<file path="config.mk">
export PLATFORM = sky130hd
export DESIGN_NAME = axi_rd_burst_ctrl
export DESIGN_NICKNAME = d
export VERILOG_FILES = /design/src/rtl/axi_rd_burst_ctrl.sv
export SDC_FILE = /design/constraint.sdc
export NUM_CORES = 1
export LEC_CHECK = 0
export ABC_AREA = 1
export CAP_MARGIN = 20
export CORE_ASPECT_RATIO = 0.75
export CORE_MARGIN = 2
export CORE_UTILIZATION = 50
export CTS_BUF_LIST = sky130_fd_sc_hd__clkbuf_4 sky130_fd_sc_hd__clkbuf_8 sky130_fd_sc_hd__clkbuf_16
export CTS_CLUSTER_DIAMETER = 80
export DETAILED_ROUTE_END_ITERATION = 10
export GPL_ROUTABILITY_DRIVEN = 1
export PLACE_DENSITY = 0.92
export SLEW_MARGIN = 20
export SYNTH_ARGS = -nofsm -noshare
export SYNTH_HDL_FRONTEND = slang
export SYNTH_SLANG_ARGS = --single-unit
</file>
<file path="constraint.sdc">
create_clock -name aclk -period 5.48 [get_ports aclk]
set_clock_uncertainty 0.2 [all_clocks]
set_input_delay 1.096 -clock aclk [delete_from_list [all_inputs] [get_ports aclk]]
set_output_delay 1.096 -clock aclk [all_outputs]
set_load 0.05 [all_outputs]
</file>
<file path="src/rtl/axi_rd_burst_ctrl.sv">
// AXI4 read burst sequencer: splits a {addr, bytes} command into INCR bursts that respect
// MAX_BEATS and 4 KB pages, streams R data downstream and reports one merged response per command.
module axi_rd_burst_ctrl #(
  parameter int unsigned DATA_W    = 32,
  parameter int unsigned MAX_BEATS = 256
) (
  input  logic              aclk,
  input  logic              aresetn,
  input  logic              cmd_valid,
  output logic              cmd_ready,
  input  logic [31:0]       cmd_addr,
  input  logic [15:0]       cmd_bytes,
  output logic              sts_valid,
  output logic [1:0]        sts_resp,
  output logic              dout_valid,
  input  logic              dout_ready,
  output logic [DATA_W-1:0] dout_data,
  output logic              dout_last,
  output logic [31:0]       m_araddr,
  output logic [7:0]        m_arlen,
  output logic [2:0]        m_arsize,
  output logic [1:0]        m_arburst,
  output logic              m_arvalid,
  input  logic              m_arready,
  input  logic [DATA_W-1:0] m_rdata,
  input  logic [1:0]        m_rresp,
  input  logic              m_rlast,
  input  logic              m_rvalid,
  output logic              m_rready
);

  localparam int unsigned Bpb = DATA_W / 8;
  localparam logic [1:0] RespOkay   = 2'b00;
  localparam logic [1:0] RespSlverr = 2'b10;

  typedef enum logic [1:0] {StIdle, StAr, StR, StDone} state_e;

  state_e      state_q, state_d;
  logic [31:0] araddr_q, araddr_d;
  logic [7:0]  arlen_q, arlen_d;
  logic        arvalid_q, arvalid_d;
  logic [16:0] beats_q, beats_d;
  logic [8:0]  burst_q, burst_d;
  logic [1:0]  resp_q, resp_d;

  logic [16:0] cmd_beats;
  logic        cmd_misaligned;
  logic [16:0] beats_dec;
  logic [31:0] nxt_addr;
  logic [16:0] nxt_beats;
  logic [12:0] page_bytes;
  logic [16:0] page_beats;
  logic [16:0] burst_c;
  logic        load_ar;

  assign cmd_beats      = (17'(cmd_bytes) + 17'(Bpb - 1)) / 17'(Bpb);
  assign cmd_misaligned = (cmd_addr & 32'(Bpb - 1)) != 32'd0;
  // Saturate so a late m_rlast cannot underflow the beat counter.
  assign beats_dec      = (beats_q != 17'd0) ? beats_q - 17'd1 : 17'd0;

  // Size of the next burst, computed for whichever address/beat count the AR will be loaded from.
  always_comb begin
    if (state_q == StIdle) begin
      nxt_addr  = cmd_addr;
      nxt_beats = cmd_beats;
    end else begin
      nxt_addr  = araddr_q + 32'(burst_q) * 32'(Bpb);
      nxt_beats = beats_dec;
    end
    page_bytes = 13'd4096 - {1'b0, nxt_addr[11:0]};
    page_beats = 17'(page_bytes) / 17'(Bpb);
    burst_c    = nxt_beats;
    if (page_beats < burst_c) burst_c = page_beats;
    if (17'(MAX_BEATS) < burst_c) burst_c = 17'(MAX_BEATS);
  end

  always_comb begin
    state_d    = state_q;
    araddr_d   = araddr_q;
    arlen_d    = arlen_q;
    arvalid_d  = arvalid_q;
    beats_d    = beats_q;
    burst_d    = burst_q;
    resp_d     = resp_q;
    load_ar    = 1'b0;
    cmd_ready  = 1'b0;
    sts_valid  = 1'b0;
    m_rready   = 1'b0;
    dout_valid = 1'b0;
    dout_last  = 1'b0;

    unique case (state_q)
      StIdle: begin
        cmd_ready = 1'b1;
        if (cmd_valid) begin
          resp_d  = RespOkay;
          beats_d = cmd_beats;
          if (cmd_bytes == 16'd0) begin
            state_d = StDone;
          end else if (cmd_misaligned) begin
            resp_d  = RespSlverr;
            state_d = StDone;
          end else begin
            load_ar = 1'b1;
            state_d = StAr;
          end
        end
      end
      StAr: begin
        if (m_arready) begin
          arvalid_d = 1'b0;
          state_d   = StR;
        end
      end
      StR: begin
        m_rready   = dout_ready;
        dout_valid = m_rvalid;
        dout_last  = m_rvalid && m_rlast && (beats_q == 17'd1);
        if (m_rvalid && dout_ready) begin
          beats_d = beats_dec;
          // First error wins; EXOKAY folds into OKAY.
          if (!resp_q[1] && m_rresp[1]) resp_d = m_rresp;
          if (m_rlast) begin
            if (beats_dec == 17'd0) begin
              state_d = StDone;
            end else begin
              load_ar = 1'b1;
              state_d = StAr;
            end
          end
        end
      end
      StDone: begin
        sts_valid = 1'b1;
        state_d   = StIdle;
      end
      default: state_d = StIdle;
    endcase

    if (load_ar) begin
      araddr_d  = nxt_addr;
      arlen_d   = 8'(burst_c - 17'd1);
      burst_d   = 9'(burst_c);
      arvalid_d = 1'b1;
    end
  end

  always_ff @(posedge aclk or negedge aresetn) begin
    if (!aresetn) begin
      state_q   <= StIdle;
      araddr_q  <= 32'd0;
      arlen_q   <= 8'd0;
      arvalid_q <= 1'b0;
      beats_q   <= 17'd0;
      burst_q   <= 9'd0;
      resp_q    <= RespOkay;
    end else begin
      state_q   <= state_d;
      araddr_q  <= araddr_d;
      arlen_q   <= arlen_d;
      arvalid_q <= arvalid_d;
      beats_q   <= beats_d;
      burst_q   <= burst_d;
      resp_q    <= resp_d;
    end
  end

  assign m_araddr  = araddr_q;
  assign m_arlen   = arlen_q;
  assign m_arvalid = arvalid_q;
  assign m_arsize  = 3'($clog2(Bpb));
  assign m_arburst = 2'b01;
  assign sts_resp  = resp_q;
  assign dout_data = m_rdata;

endmodule

</file>
==> results.yml, run 1 <==
clock_tree:
  path_clk_slew_ns: 0.06
  cts_buffers: 9
  clock_sinks: 71
  cts_tree: "yes"
  root_buffer: "clkbuf_16"
  insertion_delay_ns: 0.34
  hold_buffers: 0
  htreeDepth: 3
  ctsLongestPathBuffers: 2
route:
  first_pass_iters: 6
  antenna_left: 0
  drc: 0
  wirelength_mm: 18.51
  drt-initial-drc-count: 883
  avgRoutedWirePerCell_um: 15.11
  vias_per_cell: 5.504
  num_vias: 6742
critical_path:
  cp_slowest_cell: "o21ai_0"
  required_ns: 5.52
  start_kind: "register"
  cpMostUsedCell: "nand2_1"
  cp_max_fo: 12
  critPathTopFamily: "simple AND/OR/NAND/NOR gates"
  worst-path-buf-inv: 3
  cp-end-kind: "register"
  crit_arrival_ns: 5.18
  slowest_delay_ns: 0.67
  path_class: "reg2reg"
synth:
  synth_area_sq_mm: 0.006441
  seq_area_frac_synth_pct: 27.58
  yosysMostFrequentCell: "nand2_1"
  synth.yosys.warnings: 0
  synth_edf_count: 0
  synth_flop_cell: "dfrtp_1"
  ys_ff_latch: 71
  synthTopCellsByCount: "nand2_1, inv_1, nor2_1"
  syn_inst: 986
  synthArstFlopShare_pct: 100.0
  ys_top_cells_by_area: "dfrtp_1, nand2_1, inv_1, nor2_1, o21ai_0"
  avgSynthCellArea_sq_um: 6.533
  yosys.area.top_type: "dfrtp_1"
  synth_top_area_share_pct: 27.58
  synth_cell_types: 49
flow_run:
  maxCapViolations: 0
timing:
  tightest_slew_ns: 0.8896
  finalCritPeriodShare_pct: 93.85
  layout_min_cycle_time_ns: 5.143
  fin_setup_tns_ns: 0
  finalHoldViolCount: 0
  fmax_ghz: 0.1944
  setup_slack_ns: 0.3369
  slew_headroom_pct: 40.69
  finalSetupViolations: 0
  slew_viol_final: 0
final_layout:
  diodes: 0
  nets: 1168
  final_area_sq_mm: 0.007725
  layout-drive-gt1-share_pct: 9.348
  stdcell_count: 1225
  area_delta_synth_final_pct: 19.93
place:
  gp_congestion: 0.9643
  dp.final_hpwl_mm: 14.04
  io_buffers: 104
  place_ws_ns: -0.01039
  postPlaceCellArea_sq_mm: 0.007403
  dp.cells: 1209
global_routing:
  grt_pass1_wl_mm: 29.61
  grt-busiest-layer: "met1"
  met2_usage_pct: 38.58
  antenna_found_initial: 0
  grt_overflow: 0
  first_global_vias: 5972
  met1_usage_pct: 40.46
  grt_max_degree: 54
  track_usage_pct: 27.11
  use_met3_pct: 6.746
hold_path:
  min_path_type: "reg2reg"
pwr:
  leakagePower_nw: 3.758
  total_power_mw: 5.696
  vdd.ir_drop.worst_mv: 0.4816
  p_per_area_mw_per_mm2: 737.3
floorplan:
  die_h_um: 102.3
  die_area_sq_mm: 0.01382
  initial_core_util_pct: 51.79
  core-area_sq_mm: 0.01244
  io_pins: 174
  rows: 35
  die-width_um: 135.1
run_status:
  status: "finished, final reports clean"
==> final timing paths <==
kind                                  start            to  slack (ns)  depth (start not counted)
min in group asynchronous           aresetn    beats_q[2]        0.67                          1
worst max register to register  m_araddr[2]    m_arlen[6]        0.34                         31
max in group asynchronous           aresetn  m_araddr[14]        3.39                          2
worst max-delay path            m_araddr[2]    m_arlen[6]        0.34                         31
worst min register to register    m_arvalid     m_arvalid        0.29                          2
worst min-delay path              m_arvalid     m_arvalid        0.29                          2
==> sequential cells by signal (all words and copies together) (netlist names) <==
register and flops:
m_arlen 8, m_arvalid 1, burst_q 9, state_q 2, m_araddr 32, beats_q 17
sts_resp 2
==> cells in the final DEF (no fill, tap or decap), drive strengths merged, types with 5 or more instances in the layout <==
cell             n
xor2            17
or2              6
conb             5
ha              23
nor2           125
buf             17
a21oi           28
nor3            12
o211ai           5
nand3           71
o22ai           11
a31oi           12
dfrtp           71
nor4             5
clkbuf          10
clkdlybuf4s50  103
inv            121
nand4           21
o21ai           78
nand2          290
==> per-stage QoR <==
stage | hold slack, ns | utilization [%]
detailed placement | 0.2704 | 59.53
floorplan | 0.2530 | -
CTS | 0.2894 | 61.92
global route | 0.3078 | 62.11
global placement | 0.2696 | 59.53
finish | 0.2867 | 62.11
==> where the power goes <==
group / internal [mW] / switching (mW) / leakage, nW / total [mW]
Combinational: 1.35 / 2.73 / 2.76 / 4.08
Clock: 0.362 / 0.241 / 0.141 / 0.604
Sequential: 0.760 / 0.254 / 0.860 / 1.01
==> routing by layer <==
metal / part of all wire (%) / vias to the layer above
met3: 11 / 31
met4: 1.7 / 0
met2: 40 / 347
met1: 47 / 3081
li1: - / 3283
met5: 0 / -
==> tightest hold or removal path, cell delays in order, from the launching register on <==
cell	delay, ns
dfrtp_1	0.35
nand2_1	0.06
nand2_1	0.05
==> timing repair <==
action                     in CTS  in global routing
gates resized for setup         0                  3
setup buffers                   0                  1
setup endpoints to repair       0                  5
==> logic make-up after synthesis <==
family	synth area share, %
DFF	27.58
AOI/OAI and AO/OA	13.05
and+or+nand+nor	37.88
other	0.1166
buffers and inverters	13.62
xor gates and xnor gates	2.972
adders and majority gates	4.779
==> final cells by class <==
class                           count  area (sq um)
Fill cell                        1108          4712
Multi-Input combinational cell    730          3820
Sequential cell                    71          1777
Timing Repair Buffer              120          1156
Inverter                          123         466.7
Clock buffer                       10         239.0
Tap cell                          166         207.7
Clock inverter                      5         58.81
Note: power is estimated with default switching activity, not from simulation.
==> run 2, diff against run 1 <==
Settings changed: GPL_TIMING_DRIVEN from default to 1, SETUP_SLACK_MARGIN from default to 0.4.
==> run 2 against run 1 <==
First-iteration DRC count is 4.2% higher; via count is 3.1% higher; fmax is 0.13% higher; highest routed layer unchanged; critical endpoint is now m_arlen[3]; non-clock buffer count is 6 higher; die area stayed put; utilization is 1.8 points higher; combinational power is 11% higher; final cell count is 0.65% higher.
==> results.yml, run 2 (synthesis gave the netlist of run 1 again) <==
global_routing:
  grt_max_degree: 54
  antenna_found_initial: 0
  grt_overflow: 0
  track_usage_pct: 27.12
  first_global_vias: 5972
  grt_pass1_wl_mm: 29.61
pwr:
  leakagePower_nw: 3.849
  total_power_mw: 6.135
  p_per_area_mw_per_mm2: 772.0
  vdd.ir_drop.worst_mv: 0.5055
floorplan:
  initial_core_util_pct: 51.79
  die_h_um: 102.3
  die_area_sq_mm: 0.01382
  rows: 35
  die-width_um: 135.1
  io_pins: 174
  core-area_sq_mm: 0.01244
critical_path:
  worst-path-buf-inv: 3
  r2r_start: "m_araddr[2]"
  cp_max_fo: 8
  crit_arrival_ns: 5.18
  cp-end-kind: "register"
  r2r-end: "m_arlen[3]"
  slowest_delay_ns: 0.42
  path_class: "in2reg"
  required_ns: 5.52
  start_kind: "input pin"
  crit_cells: 29
  rr_worst_depth: 30
  crit_start: "cmd_addr[3]"
  cp_slowest_cell: "clkdlybuf4s50_1"
  crit_end: "m_arlen[3]"
  cpMostUsedCell: "nand2_4"
  rrSetupSlack_ns: 0.40
  critPathTopFamily: "simple AND/OR/NAND/NOR gates"
clock_tree:
  insertion_delay_ns: 0.35
  cts_buffers: 9
  clock_sinks: 71
  hold_buffers: 0
  root_buffer: "clkbuf_16"
  path_clk_slew_ns: 0.06
  htreeDepth: 3
  cts_tree: "yes"
  ctsLongestPathBuffers: 2
route:
  avgRoutedWirePerCell_um: 15.93
  antenna_left: 0
  num_vias: 6950
  drt-initial-drc-count: 920
  first_pass_iters: 7
  vias_per_cell: 5.637
  drc: 0
  wirelength_mm: 19.64
place:
  gp_congestion: 0.9643
  dp.final_hpwl_mm: 14.04
  io_buffers: 104
  postPlaceCellArea_sq_mm: 0.007403
timing:
  finalHoldViolCount: 0
  fin_setup_tns_ns: 0
  slew_headroom_pct: 42.09
  tightest_slew_ns: 0.8687
  finalCritPeriodShare_pct: 93.73
  slew_viol_final: 0
  fmax_ghz: 0.1947
  rsz0062_at_grt: "no"
  finalSetupViolations: 0
  layout_min_cycle_time_ns: 5.136
flow_run:
  maxCapViolations: 0
final_layout:
  largest_reg_flops: 32
  layout-drive-gt1-share_pct: 12.37
  final_area_sq_mm: 0.007946
  diodes: 0
  num-fill-cells: 1056
  area_delta_synth_final_pct: 23.37
  nets: 1176
  final_common_cell: "nand2_1"
  mostFrequentLayoutCells: "nand2_1, inv_1, nor2_1, clkdlybuf4s50_1, dfrtp_1"
run_status:
  status: "finished, final reports clean"
hold_path:
  min_path_type: "reg2reg"
==> run 2: changes by cell type in the layout (fill, tap and decap cells not counted), sizes merged <==
cell           delta
buf               +6
clkdlybuf4s50     -2
dlymetal6s2s      +2
nand2             +2
==> run 2: what timing repair did <==
action / in CTS / in global routing
pin swaps: 0 / 16
cloned: 0 / 2
resized for setup: 2 / 41
setup buffers: 0 / 7
endpoints found under the setup margin: 3 / 13
==> run 2: report_power, final <==
group,internal (mW),switching (mW)
clock network,0.362,0.242
logic,1.53,2.98
registers,0.760,0.255
==> run 2: worst min-delay path by stage <==
stage,start,endpoint,slack (ns),depth (start not counted)
global route,burst_q[7],burst_q[7],0.31,2
global placement,m_arlen[1],m_arlen[1],0.27,2
detailed placement,m_arvalid,m_arvalid,0.27,2
CTS,m_arvalid,m_arvalid,0.29,2
floorplan,burst_q[6],burst_q[6],0.25,2
finish,m_arvalid,m_arvalid,0.29,2
==> run 2: routing by layer <==
metal	GRT usage [%]	vias up	part of all wire, %
li1	-	3308	-
met1	40.49	3164	45
met2	38.58	422	41
met3	6.746	56	12
met4	8.093	0	2.4
met5	0	-	0
==> run 2: stage by stage <==
step                setup WS [ns]  std cells  hold WS (ns)  util (%)
floorplan                  0.6952        989        0.2530         -
global placement           0.1787       1209        0.2696     59.53
detailed placement       -0.01039       1209        0.2704     59.53
CTS                        0.4192       1224        0.2894     62.01
global route               0.2475       1233        0.3078     63.89
finish                     0.3438       1233        0.2873     63.89
==> run 2: area by class of cell <==
cell class                      instances  area [sq um]  area share, %
Timing Repair Buffer                  126          1206          15.18
Sequential cell                        71          1777          22.36
Multi-Input combinational cell        732          3991          50.23
Clock inverter                          5         58.81         0.7400
Tap cell                              166         207.7          2.614
Inverter                              123         466.7          5.873
Clock buffer                           10         239.0          3.007
==> run 2: worst min-delay path: cells and delay by family, from the launching register on <==
kind,cells,cell delay [ns]
AND/OR/NAND/NOR,2,0.10
flip-flops,1,0.35
==> run 3, diff against run 2 <==
Settings changed: CORE_UTILIZATION 50 to 54, PLACE_DENSITY 0.92 to 0.95, SLEW_MARGIN 20 to default.
Clock period 5.48 ns to 6.3 ns, I/O delays scaled along.
==> run 3 against run 2 <==
First-iteration DRC count is 39% lower; combinational power down 24%; sequential cell count stayed put; via count decreased by 4.8%; sequential share of layout area increased by 0.89 points; count of clock-buffer cells in the layout unchanged; utilization rose by 1.9 points; non-clock buffer count shrank 13; total power down 21%; critical path depth unchanged; final cell count fell by 1.5%; routed wire length decreased by 8.2%.
==> results.yml, run 3 (synthesis gave the netlist of run 1 again) <==
run_status:
  status: "finished, final reports clean"
route:
  wirelength_mm: 18.03
  antenna_left: 0
  route.met3.wl_mm: 1.904
  num_vias: 6615
  drt-initial-drc-count: 561
  first_pass_iters: 5
  vias_per_cell: 5.444
  top_layer: "met4"
  avgRoutedWirePerCell_um: 14.84
  wl_met1_mm: 8.554
  met2_length_mm: 7.298
  drc: 0
critical_path:
  path_class: "in2reg"
  rr_worst_depth: 31
  r2r_start: "m_araddr[2]"
  cp-end-kind: "register"
  r2r-end: "m_arlen[6]"
  crit_arrival_ns: 5.51
  rrSetupSlack_ns: 1.03
  cp_slowest_cell: "clkdlybuf4s50_1"
  start_kind: "input pin"
  cp_max_fo: 12
  required_ns: 6.33
  slowest_delay_ns: 0.45
  cpMostUsedCell: "nand2_1"
floorplan:
  initial_core_util_pct: 55.46
  die_h_um: 98.59
  die_area_sq_mm: 0.01283
  io_pins: 174
  die-width_um: 130.1
  core-area_sq_mm: 0.01161
  rows: 34
clock_tree:
  cts_tree: "yes"
  path_clk_slew_ns: 0.06
  ctsResizeCount: 0
  root_buffer: "clkbuf_16"
  insertion_delay_ns: 0.34
  clock_sinks: 71
  htreeDepth: 3
  ctsLongestPathBuffers: 2
  post-cts-setup-buffers: 0
  cts_buffers: 9
  hold_buffers: 0
place:
  io_buffers: 104
  dp.final_hpwl_mm: 13.58
  dp.cells: 1199
  gp_congestion: 0.9820
pwr:
  vdd.ir_drop.worst_mv: 0.4390
  p_per_area_mw_per_mm2: 632.3
  leakagePower_nw: 3.729
final_layout:
  diodes: 0
  nets: 1161
  area_delta_synth_final_pct: 18.65
  mostFrequentLayoutCells: "nand2_1, inv_1, nor2_1, clkdlybuf4s50_1, dfrtp_1"
  stdcell_count: 1215
  largest_reg_flops: 32
  final_common_cell: "nand2_1"
  layout-drive-gt1-share_pct: 8.737
timing:
  finalCritPeriodShare_pct: 86.99
  fin_setup_tns_ns: 0
  finalHoldViolCount: 0
  finalSetupViolations: 0
  fmax_ghz: 0.1825
  holdWs_ns: 0.2904
  rsz0062_at_grt: "no"
  tightest_slew_ns: 0.9476
  slew_viol_final: 0
  slew_headroom_pct: 36.83
  layout_min_cycle_time_ns: 5.481
global_routing:
  track_usage_pct: 28.77
  antenna_found_initial: 0
  grt_pass1_wl_mm: 29.37
  first_global_vias: 6019
  grt_max_degree: 72
  grt_overflow: 0
hold_path:
  hold_path.startpoint: "m_arlen[0]"
  min_path_cells: 2
  min_path_type: "reg2reg"
  holdPathEnd: "m_arlen[0]"
flow_run:
  maxCapViolations: 0
==> run 3: cell types whose count changed in the layout (fill, tap and decap cells not counted), moves of 5 or more <==
cell     delta
o21ai_0     +5
buf_4      -13
nand2_1    +10
nand2_2     -7
==> run 3: final cells by class <==
cell class / instances / area [sq um]
clock inverter: 6 / 50.05
clock buffer: 10 / 239.0
timing repair buffer: 113 / 1104
inverter: 123 / 466.7
multi-input combinational: 730 / 3804
fill: 989 / 3971
tap: 162 / 202.7
sequential: 71 / 1777
==> run 3: worst max path at each step <==
| stage | start | endpoint | slack [ns] |
|---|---|---|---|
| 6_report | cmd_addr[0] | m_arlen[6] | 0.82 |
| 5_1_grt | cmd_addr[0] | m_arlen[2] | 0.50 |
| 4_1_cts | cmd_addr[0] | m_arlen[6] | 0.91 |
| 3_5_place_dp | cmd_addr[0] | m_arlen[6] | 0.58 |
| 3_3_place_gp | cmd_addr[0] | m_arlen[6] | 0.76 |
| 2_1_floorplan | cmd_addr[0] | m_arlen[6] | 1.50 |
==> run 3: per-layer routing <==
metal	up-vias	track usage, %
met4	0	7.031
met1	3008	42.73
met5	-	0
li1	3268	-
met2	310	41.52
met3	29	7.763
==> run 3: critical path: cells and delay by family <==
family	cells	cell delay (ns)
XOR/XNOR	1	0.26
AND/OR/NAND/NOR	18	2.07
AO/OA/AOI/OAI	5	0.79
adder cells (fa/ha/maj)	2	0.53
buffers and inverters	3	0.61
==> run 3: through the flow <==
| stage | area [sq um] | worst slack (ns) | power, mW | util (%) |
|---|---|---|---|---|
| 5_1_grt | 7642 | 0.5041 | 5.235 | 65.80 |
| 4_1_cts | 7642 | 0.9119 | 4.787 | 65.80 |
| 2_1_floorplan | 6452 | 1.504 | 3.423 | - |
| 3_3_place_gp | 7353 | 0.7583 | 4.182 | 63.32 |
| 3_5_place_dp | 7353 | 0.5756 | 4.250 | 63.32 |
| 6_report | 7642 | 0.8194 | 4.832 | 65.80 |
==> run 3: where the power goes <==
part / internal [mW] / leakage [nW] / switching, mW
clock: 0.283 / 0.137 / 0.225
combinational: 1.12 / 2.73 / 2.33
sequential: 0.661 / 0.860 / 0.217
total: 2.07 / 3.73 / 2.77
